### config.mk
export PLATFORM = sky130hd
export DESIGN_NAME = stamp_capture
export DESIGN_NICKNAME = d
export VERILOG_FILES = /design/src/rtl/stamp_pkg.sv /design/src/rtl/stamp_fifo.sv /design/src/rtl/stamp_capture.sv
export SDC_FILE = /design/constraint.sdc
export NUM_CORES = 1
export LEC_CHECK = 0
export BUFFER_PORTS_ARGS = -buffer_cell sky130_fd_sc_hd__buf_2
export CAP_MARGIN = 20
export CORE_MARGIN = 2
export CORE_UTILIZATION = 64
export CTS_BUF_LIST = sky130_fd_sc_hd__clkbuf_8
export DETAILED_ROUTE_END_ITERATION = 12
export PLACE_DENSITY_LB_ADDON = 0.15
export SYNTH_ARGS = -nofsm -noshare
export SYNTH_HDL_FRONTEND = slang
export SYNTH_SLANG_ARGS = --single-unit
### constraint.sdc
create_clock -name s_axi_aclk -period 8.02 [get_ports s_axi_aclk]
set_input_delay 1.604 -clock s_axi_aclk [delete_from_list [all_inputs] [get_ports s_axi_aclk]]
set_output_delay 1.604 -clock s_axi_aclk [all_outputs]
set_load 0.01 [all_outputs]
### src/rtl/stamp_pkg.sv
// stamp_pkg: shared edge encodings and overflow counter limits for stamp_capture
package stamp_pkg;
  typedef enum logic [1:0] {
    EDGE_NONE = 2'b00,
    EDGE_RISE = 2'b01,
    EDGE_FALL = 2'b10,
    EDGE_BOTH = 2'b11
  } edge_sel_e;
  localparam int OVF_WIDTH = 16;
  localparam logic [OVF_WIDTH-1:0] OVF_MAX = 16'hFFFF;
endpackage

### src/rtl/stamp_fifo.sv
// stamp_fifo: synchronous first-word-fall-through FIFO with flush
module stamp_fifo #(
  parameter int WIDTH = 64,
  parameter int DEPTH = 16
) (
  input  logic                     clk,
  input  logic                     rst,
  input  logic                     flush,
  input  logic                     push,
  input  logic                     pop,
  input  logic [WIDTH-1:0]         din,
  output logic [WIDTH-1:0]         dout,
  output logic                     valid,
  output logic                     full,
  output logic [$clog2(DEPTH):0]   level
);
  localparam int AW = $clog2(DEPTH);
  logic [WIDTH-1:0] mem [DEPTH];
  logic [AW-1:0] rd, wr;
  logic do_pop, do_push;
  assign valid   = level != '0;
  assign full    = level == (AW+1)'(DEPTH);
  assign do_pop  = pop & valid;
  // a full FIFO still accepts a push when the head leaves in the same cycle
  assign do_push = push & (~full | do_pop);
  assign dout    = valid ? mem[rd] : '0;
  always_ff @(posedge clk)
    if (do_push) mem[wr] <= din;
  always_ff @(posedge clk) begin
    if (rst || flush) begin
      rd    <= '0;
      wr    <= '0;
      level <= '0;
    end else begin
      if (do_push) wr <= wr + 1'b1;
      if (do_pop) rd <= rd + 1'b1;
      level <= level + (AW+1)'(do_push) - (AW+1)'(do_pop);
    end
  end
endmodule

### src/rtl/stamp_capture.sv
// stamp_capture: free-running tick counter that stamps synchronised enc_in edges into a FWFT FIFO
module stamp_capture
  import stamp_pkg::*;
#(
  parameter int CNT_WIDTH   = 64,
  parameter int FIFO_DEPTH  = 16,
  parameter int SYNC_STAGES = 2
) (
  input  logic                          s_axi_aclk,
  input  logic                          s_axi_areset,
  input  logic                          enc_in,
  input  logic [1:0]                    edge_sel,
  input  logic                          en,
  input  logic                          clr,
  output logic [CNT_WIDTH-1:0]          ts_now,
  output logic [CNT_WIDTH-1:0]          ts_data,
  output logic                          ts_valid,
  input  logic                          ts_pop,
  output logic [$clog2(FIFO_DEPTH):0]   ts_level,
  output logic [OVF_WIDTH-1:0]          ovf_cnt
);
  logic [SYNC_STAGES-1:0] sync;
  logic prev, cur, rise, fall, evt, full, drop;
  // clr deliberately leaves the synchroniser alone so in-flight edges survive it
  always_ff @(posedge s_axi_aclk) begin
    if (s_axi_areset) begin
      sync <= '0;
      prev <= 1'b0;
    end else begin
      sync <= {sync[SYNC_STAGES-2:0], enc_in};
      prev <= sync[SYNC_STAGES-1];
    end
  end
  assign cur  = sync[SYNC_STAGES-1];
  assign rise = cur & ~prev;
  assign fall = ~cur & prev;
  assign evt  = en & ((rise & (edge_sel == EDGE_RISE || edge_sel == EDGE_BOTH)) |
                      (fall & (edge_sel == EDGE_FALL || edge_sel == EDGE_BOTH)));
  assign drop = evt & full & ~(ts_pop & ts_valid);
  always_ff @(posedge s_axi_aclk) begin
    if (s_axi_areset || clr) begin
      ts_now  <= '0;
      ovf_cnt <= '0;
    end else begin
      ts_now <= ts_now + 1'b1;
      if (drop && ovf_cnt != OVF_MAX) ovf_cnt <= ovf_cnt + 1'b1;
    end
  end
  stamp_fifo #(.WIDTH(CNT_WIDTH), .DEPTH(FIFO_DEPTH)) u_fifo (
    .clk   (s_axi_aclk),
    .rst   (s_axi_areset),
    .flush (clr),
    .push  (evt),
    .pop   (ts_pop),
    .din   (ts_now),
    .dout  (ts_data),
    .valid (ts_valid),
    .full  (full),
    .level (ts_level)
  );
endmodule

### Word level (Yosys, flattened, before mapping)

Memories as Yosys holds them, arrays and structs flattened. A register that Yosys moved wholly into a read port is not among the register bits.
Index checks and enable logic that the tools add are counted.

* eq/ne operators: 5
* muxes and demuxes: 5
* add/subtract/negate cells: 6
* reductions and logical operators: 5
* bitwise gates (word level): 15

Operators by type and width (number)
* 64-bit by 1-bit adder with 64-bit output (second input constant): 1
* 64-bit 2-to-1 mux: 1
* 16-bit by 1-bit adder with 16-bit output (second input constant): 1
* 16-bit != test (second input constant): 1
* 1-bit AND: 9
* 4-bit by 1-bit adder with 4-bit output (second input constant): 2
* 4-bit 2-to-1 mux: 2
* 5-bit by 1-bit adder with 5-bit output: 1
* 5-bit equality test (second input constant): 1
* 5-bit nonzero test: 1
* 5-bit by 1-bit subtractor with 5-bit output: 1
* 2-bit equality test (second input constant): 2
* 1-bit inverter: 4
* 1-bit logical OR: 3
* 2-bit by 1-bit equality test with 1-bit output (second input constant): 1
* 1-bit 2-to-1 mux: 2
* 1-bit OR: 2
* 1-bit logical AND: 1

* memories kept: 1
* output and inout bits: 150
* register bits after elaboration: 96
* word-level logic and storage cells: 44
* bits in writable memories: 1024

Memories
* u_fifo.mem: words 16, width 64, rd ports 1, clocked after memory_dff 1, wr ports 1, RTL line stamp_fifo.sv:18 `logic [WIDTH-1:0] mem [DEPTH];`

### Logic depth before layout (Yosys ltp)

* depth after elaboration: 8
* gate-level depth with buffers: 15

### By module

From an unflattened synthesis, not the netlist that was laid out.

* cell total of the unflattened synthesis: 2166
* area, all modules: 43573.0 um^2

Modules (own cells, without submodules)
* stamp_fifo: cells each 1685, area an instance 39613.0 um^2, instances 1
* stamp_capture: cells each 481, area an instance 3960.0 um^2, instances 1

### Worst setup path before layout

No wires, ideal clock.

* path type: in2reg
* from: input edge_sel[1]
* to: memory u_fifo.mem[0][0] (enable)
* arrival: 6905 ps
* path buffers: 1
* data required time: 7455 ps
* stages on the path: 6
* setup time: 565 ps
* setup slack: 550 ps
* path through: nand3b_1 a21boi_0 and2_1 clkbuf_1 nand2_1 nor3_1

* word-level cells in the longest chain between the ends: 8
* elaborated cells between the ends (all ways): 12

RTL lines
* start, declared: RTL line stamp_capture.sv:12 `input logic [1:0] edge_sel,`
* 2-bit by 1-bit equality test with 1-bit output, or another cell as far along: RTL line stamp_capture.sv:37 `assign evt = en & ((rise & (edge_sel == EDGE_RISE || edge_sel == EDGE_BOTH)) |`
* 1-bit logical OR (on tied branches): RTL line stamp_capture.sv:37, stamp_capture.sv:38
* 1-bit AND (on tied branches): RTL line stamp_capture.sv:37, stamp_capture.sv:38
* 1-bit OR *: RTL line stamp_capture.sv:37
* 1-bit AND *: RTL line stamp_capture.sv:37
* 1-bit AND *: RTL line stamp_fifo.sv:25 `assign do_push = push & (~full | do_pop);`
* via u_fifo.do_push: RTL line stamp_fifo.sv:20 `logic do_pop, do_push;`
* 1-bit 2-to-1 mux *: RTL line stamp_fifo.sv:28 `if (do_push) mem[wr] <= din;`
* 1-bit 2-to-1 mux (not written as such) *: RTL line stamp_fifo.sv:28
* end, declared: RTL line stamp_fifo.sv:18

The timed path passes the listed nets; every way through them passes the cells marked *.

==> Flow_metrics.wiki <==
{| class="wikitable"
! Metric !! Value
|-
| Max_cap viols || 0
|-
| Sum of negative setup slack || 0 ns
|-
| Cell area after layout || 0.04881 mm^2
|-
| Ranking of synthesized cells by area || edfxtp_1 71%, mux4_2 17%, dfxtp_1 4.6%
|-
| Total number of nets in the final design || 2362
|-
| Slowest stage cell, crit path || dfxtp_4
|-
| Origin of the critical flop-to-flop path || sync[1]$_SDFF_PP0_
|-
| Worst-case headroom to the max-slew limit || 26.37%
|-
| Number of enable flip-flop cells after synthesis || 1024
|-
| Count of TritonRoute iterations in the first routing pass || 6
|-
| Grt total ovfl || 0
|-
| Outcome || finished clean
|-
| Type of the worst setup path || flip-flop to output port
|-
| Depth of the most critical reg-to-reg path || 5
|-
| Hold crit path type || flip-flop to flip-flop
|-
| Number of nets with antenna violations after routing || 0
|-
| Buffer and inverter count on the worst path || 2
|-
| Number of buffers added to fix hold violations after cts || 0
|-
| Worst Hold Path EP || sync[1]$_SDFF_PP0_
|-
| Initial cell density of the core || 64.70%
|-
| Antenna violations before repair || 2
|-
| Share of the synthesized area in the top cell type || 70.65%
|-
| Data required time of the critical path || 6.42 ns
|-
| Hold violation total from the final report || 0
|-
| Post-synthesis cell type with the largest combined area || edfxtp_1
|-
| Cell-by-cell listing of the critical path || buf_12 -> mux4_2 -> mux4_2 -> and2_1 -> buf_2
|-
| Cell seen most often among critical-path stages || mux4_2
|-
| Number of gates given a new drive strength after cts || 0
|-
| CTS clk-pin slew, worst paths || 0.06 ns
|-
| Total standard cell area after synthesis || 0.04353 mm^2
|-
| Synthesis-to-finish area growth || 12.13%
|-
| Post-DP HPWL || 49510 um
|-
| Power per cell area || 244.7 mW/mm^2
|-
| Cell depth of the worst min-delay path || 1
|-
| CTS tree || done
|-
| Unrepaired setup endpoints after global routing || false
|-
| Die X || 264.8 um
|-
| Period Utilization, post-route || 70.75%
|-
| Max-slew violations || 0
|-
| Cells after synthesis || 2057
|-
| Crit Path Max Fanout || 112
|-
| Drt initial violations || 2326
|-
| Net count after synthesis || 2078
|-
| Predominant post-synthesis flop cell || edfxtp_1
|-
| Worst setup EP type || output port
|-
| Cell row count || 95
|-
| Leakage power of the design || 15.57 nW
|-
| Worst Skew || 0.03526 ns
|-
| Master cell of the clock root buffer || clkbuf_8
|-
| Clock insertion delay at the later pin of the skew report || 0.80 ns
|-
| Synth async-reset ratio || 0%
|-
| Crit path DAT || 4.07 ns
|-
| H-tree depth || 4
|-
| Maximum number of pins on one net before global-route repair || 135
|-
| Sequential share of the synthesized area || 75.25%
|-
| Post-layout power || 11.94 mW
|-
| Setup slack of the critical path after layout || 2.346 ns
|-
| Synth warnings || 0
|-
| Average cell area after synthesis || 21.16 um^2
|-
| Vias in the first global route || 22690
|-
| Min-Delay Startpoint || sync[0]$_SDFF_PP0_
|-
| Flop and latch count out of synthesis || 1124
|-
| Final number of setup-violating endpoints || 0
|-
| Number of distinct library cells after synthesis || 52
|-
| Area of the die || 0.07011 mm^2
|-
| Post-CTS Setup Inserts || 0
|-
| Clock sink count || 1124
|-
| Maximum clock path buffer count || 3
|-
| Pre-CTS worst setup slack || 3.057 ns
|-
| Total DRC errors in the routed layout || 0
|-
| Number of primary I/O pins || 158
|-
| CTS buffer count || 171
|-
| Vias || 21775
|-
| Wire length of the first global-routing pass || 138600 um
|-
| Share of final-layout standard cells stronger than drive strength 1 || 31.37%
|-
| Actual slew at the worst max-slew pin || 1.104 ns
|-
| Total core area || 0.06728 mm^2
|-
| Min Hold Slack || 0.4673 ns
|-
| Final WL || 91850 um
|-
| Vias per inst || 6.486
|-
| Worst Setup Start Kind || flip-flop
|-
| Die Y || 264.8 um
|-
| Drt wl/cell || 27.36 um
|-
| Post-placement cell area || 0.04552 mm^2
|-
| Post-route minimum period || 5.674 ns
|-
| Top achievable clock speed || 176.2 MHz
|-
| Global placer's final weighted congestion || 0.7898
|-
| VDD IR max || 574.2 uV
|-
| Most common cell after layout, fill and taps aside || edfxtp_1
|-
| Commonest non-fill, non-tap cells in the layout || 1024 x edfxtp_1, 320 x mux4_2, 187 x clkbuf_8, 158 x buf_2, 100 x inv_1
|-
| Overall routing resource usage || 27.04%
|-
| End of the worst register-to-register path || u_fifo.mem[11][38]$_DFFE_PP_
|-
| CP top delay family || multiplexers
|-
| Count of port buffers added during placement || 157
|-
| Max stage delay on crit path || 0.81 ns
|-
| Worst-case register-to-register setup slack || 4.29 ns
|}
worst reg2reg max path: stages (launching register included):
cell	delay [ns]
dfxtp_1	0.32
nand3b_1	0.21
a21boi_0	0.56
nand3_1	0.49
nor2_4	0.83
buf_4	0.87
cells in the mapped netlist, drive strengths merged, types with 30 or more instances:
master	number
edfxtp	1024
mux4	320
dfxtp	100
nor2	78
and2	74
clkbuf	56
a21oi	45
buf	41
nand3	35
nand4	32
xor2	30
worst max-delay path by stage:
stage                 from                      endpoint  slack, ns  depth (start not counted)
2_1_floorplan  edge_sel[1]    u_fifo.mem[0][0]$_DFFE_PP_       0.55                          6
3_3_place_gp   edge_sel[1]  u_fifo.mem[12][53]$_DFFE_PP_       3.07                          7
5_1_grt          flip-flop                   ts_data[26]       2.17                          5
3_5_place_dp   edge_sel[1]  u_fifo.mem[11][49]$_DFFE_PP_       3.06                          6
4_1_cts          flip-flop                   ts_data[54]       2.27                          5
6_report         flip-flop                   ts_data[26]       2.35                          5
state kept, by name, indices dropped and copies added (netlist names), named ones only:
signal	count
prev	1
sync	2
u_fifo.mem	1024
ts_now	64
ovf_cnt	16
u_fifo.rd	4
u_fifo.wr	4
u_fifo.level	5
through the flow:
stage	std cells	util [%]
after floorplan	2057	-
after detailed placement	3036	67.67
after CTS	3351	72.37
after global placement	3035	67.64
final	3357	72.54
after global routing	3357	72.54
per-layer routing:
layer	wire length [um]	GRT usage, %
met5	0	0
met1	37120	39.55
met3	8473	6.047
met2	44200	41.65
met4	2060	8.826
cell type report:
type	count	area, um^2
sequential	1124	32770
antenna	1	2.502
multi-input combinational	815	10410
fill	3902	18470
clock buffer	187	2574
tap	873	1092
timing repair buffer	208	1296
inverter	21	78.83
clock inverter	128	589.3
cells by family (layout without fill, tap and decap cells):
logic type      count (synthesis)  count (layout)  synth area share (%)
compound gates                102             102                 1.417
xor+xnor                       44              44                0.8854
fa+ha+maj                      13              13                0.3909
buf+inv                       118             544                 1.121
flops                        1124            1124                 75.25
mux                           322             322                 16.60
other cells                     0               1                     0
simple gates                  334             334                 4.335
report_power, final:
part	internal [mW]	total (mW)	switching [mW]
sequential	6.32	6.35	0.0377
combinational	0.595	1.29	0.690
clock	2.18	4.30	2.12
total	9.09	11.9	2.85
No activity file was read; power rests on OpenSTA's default activity.
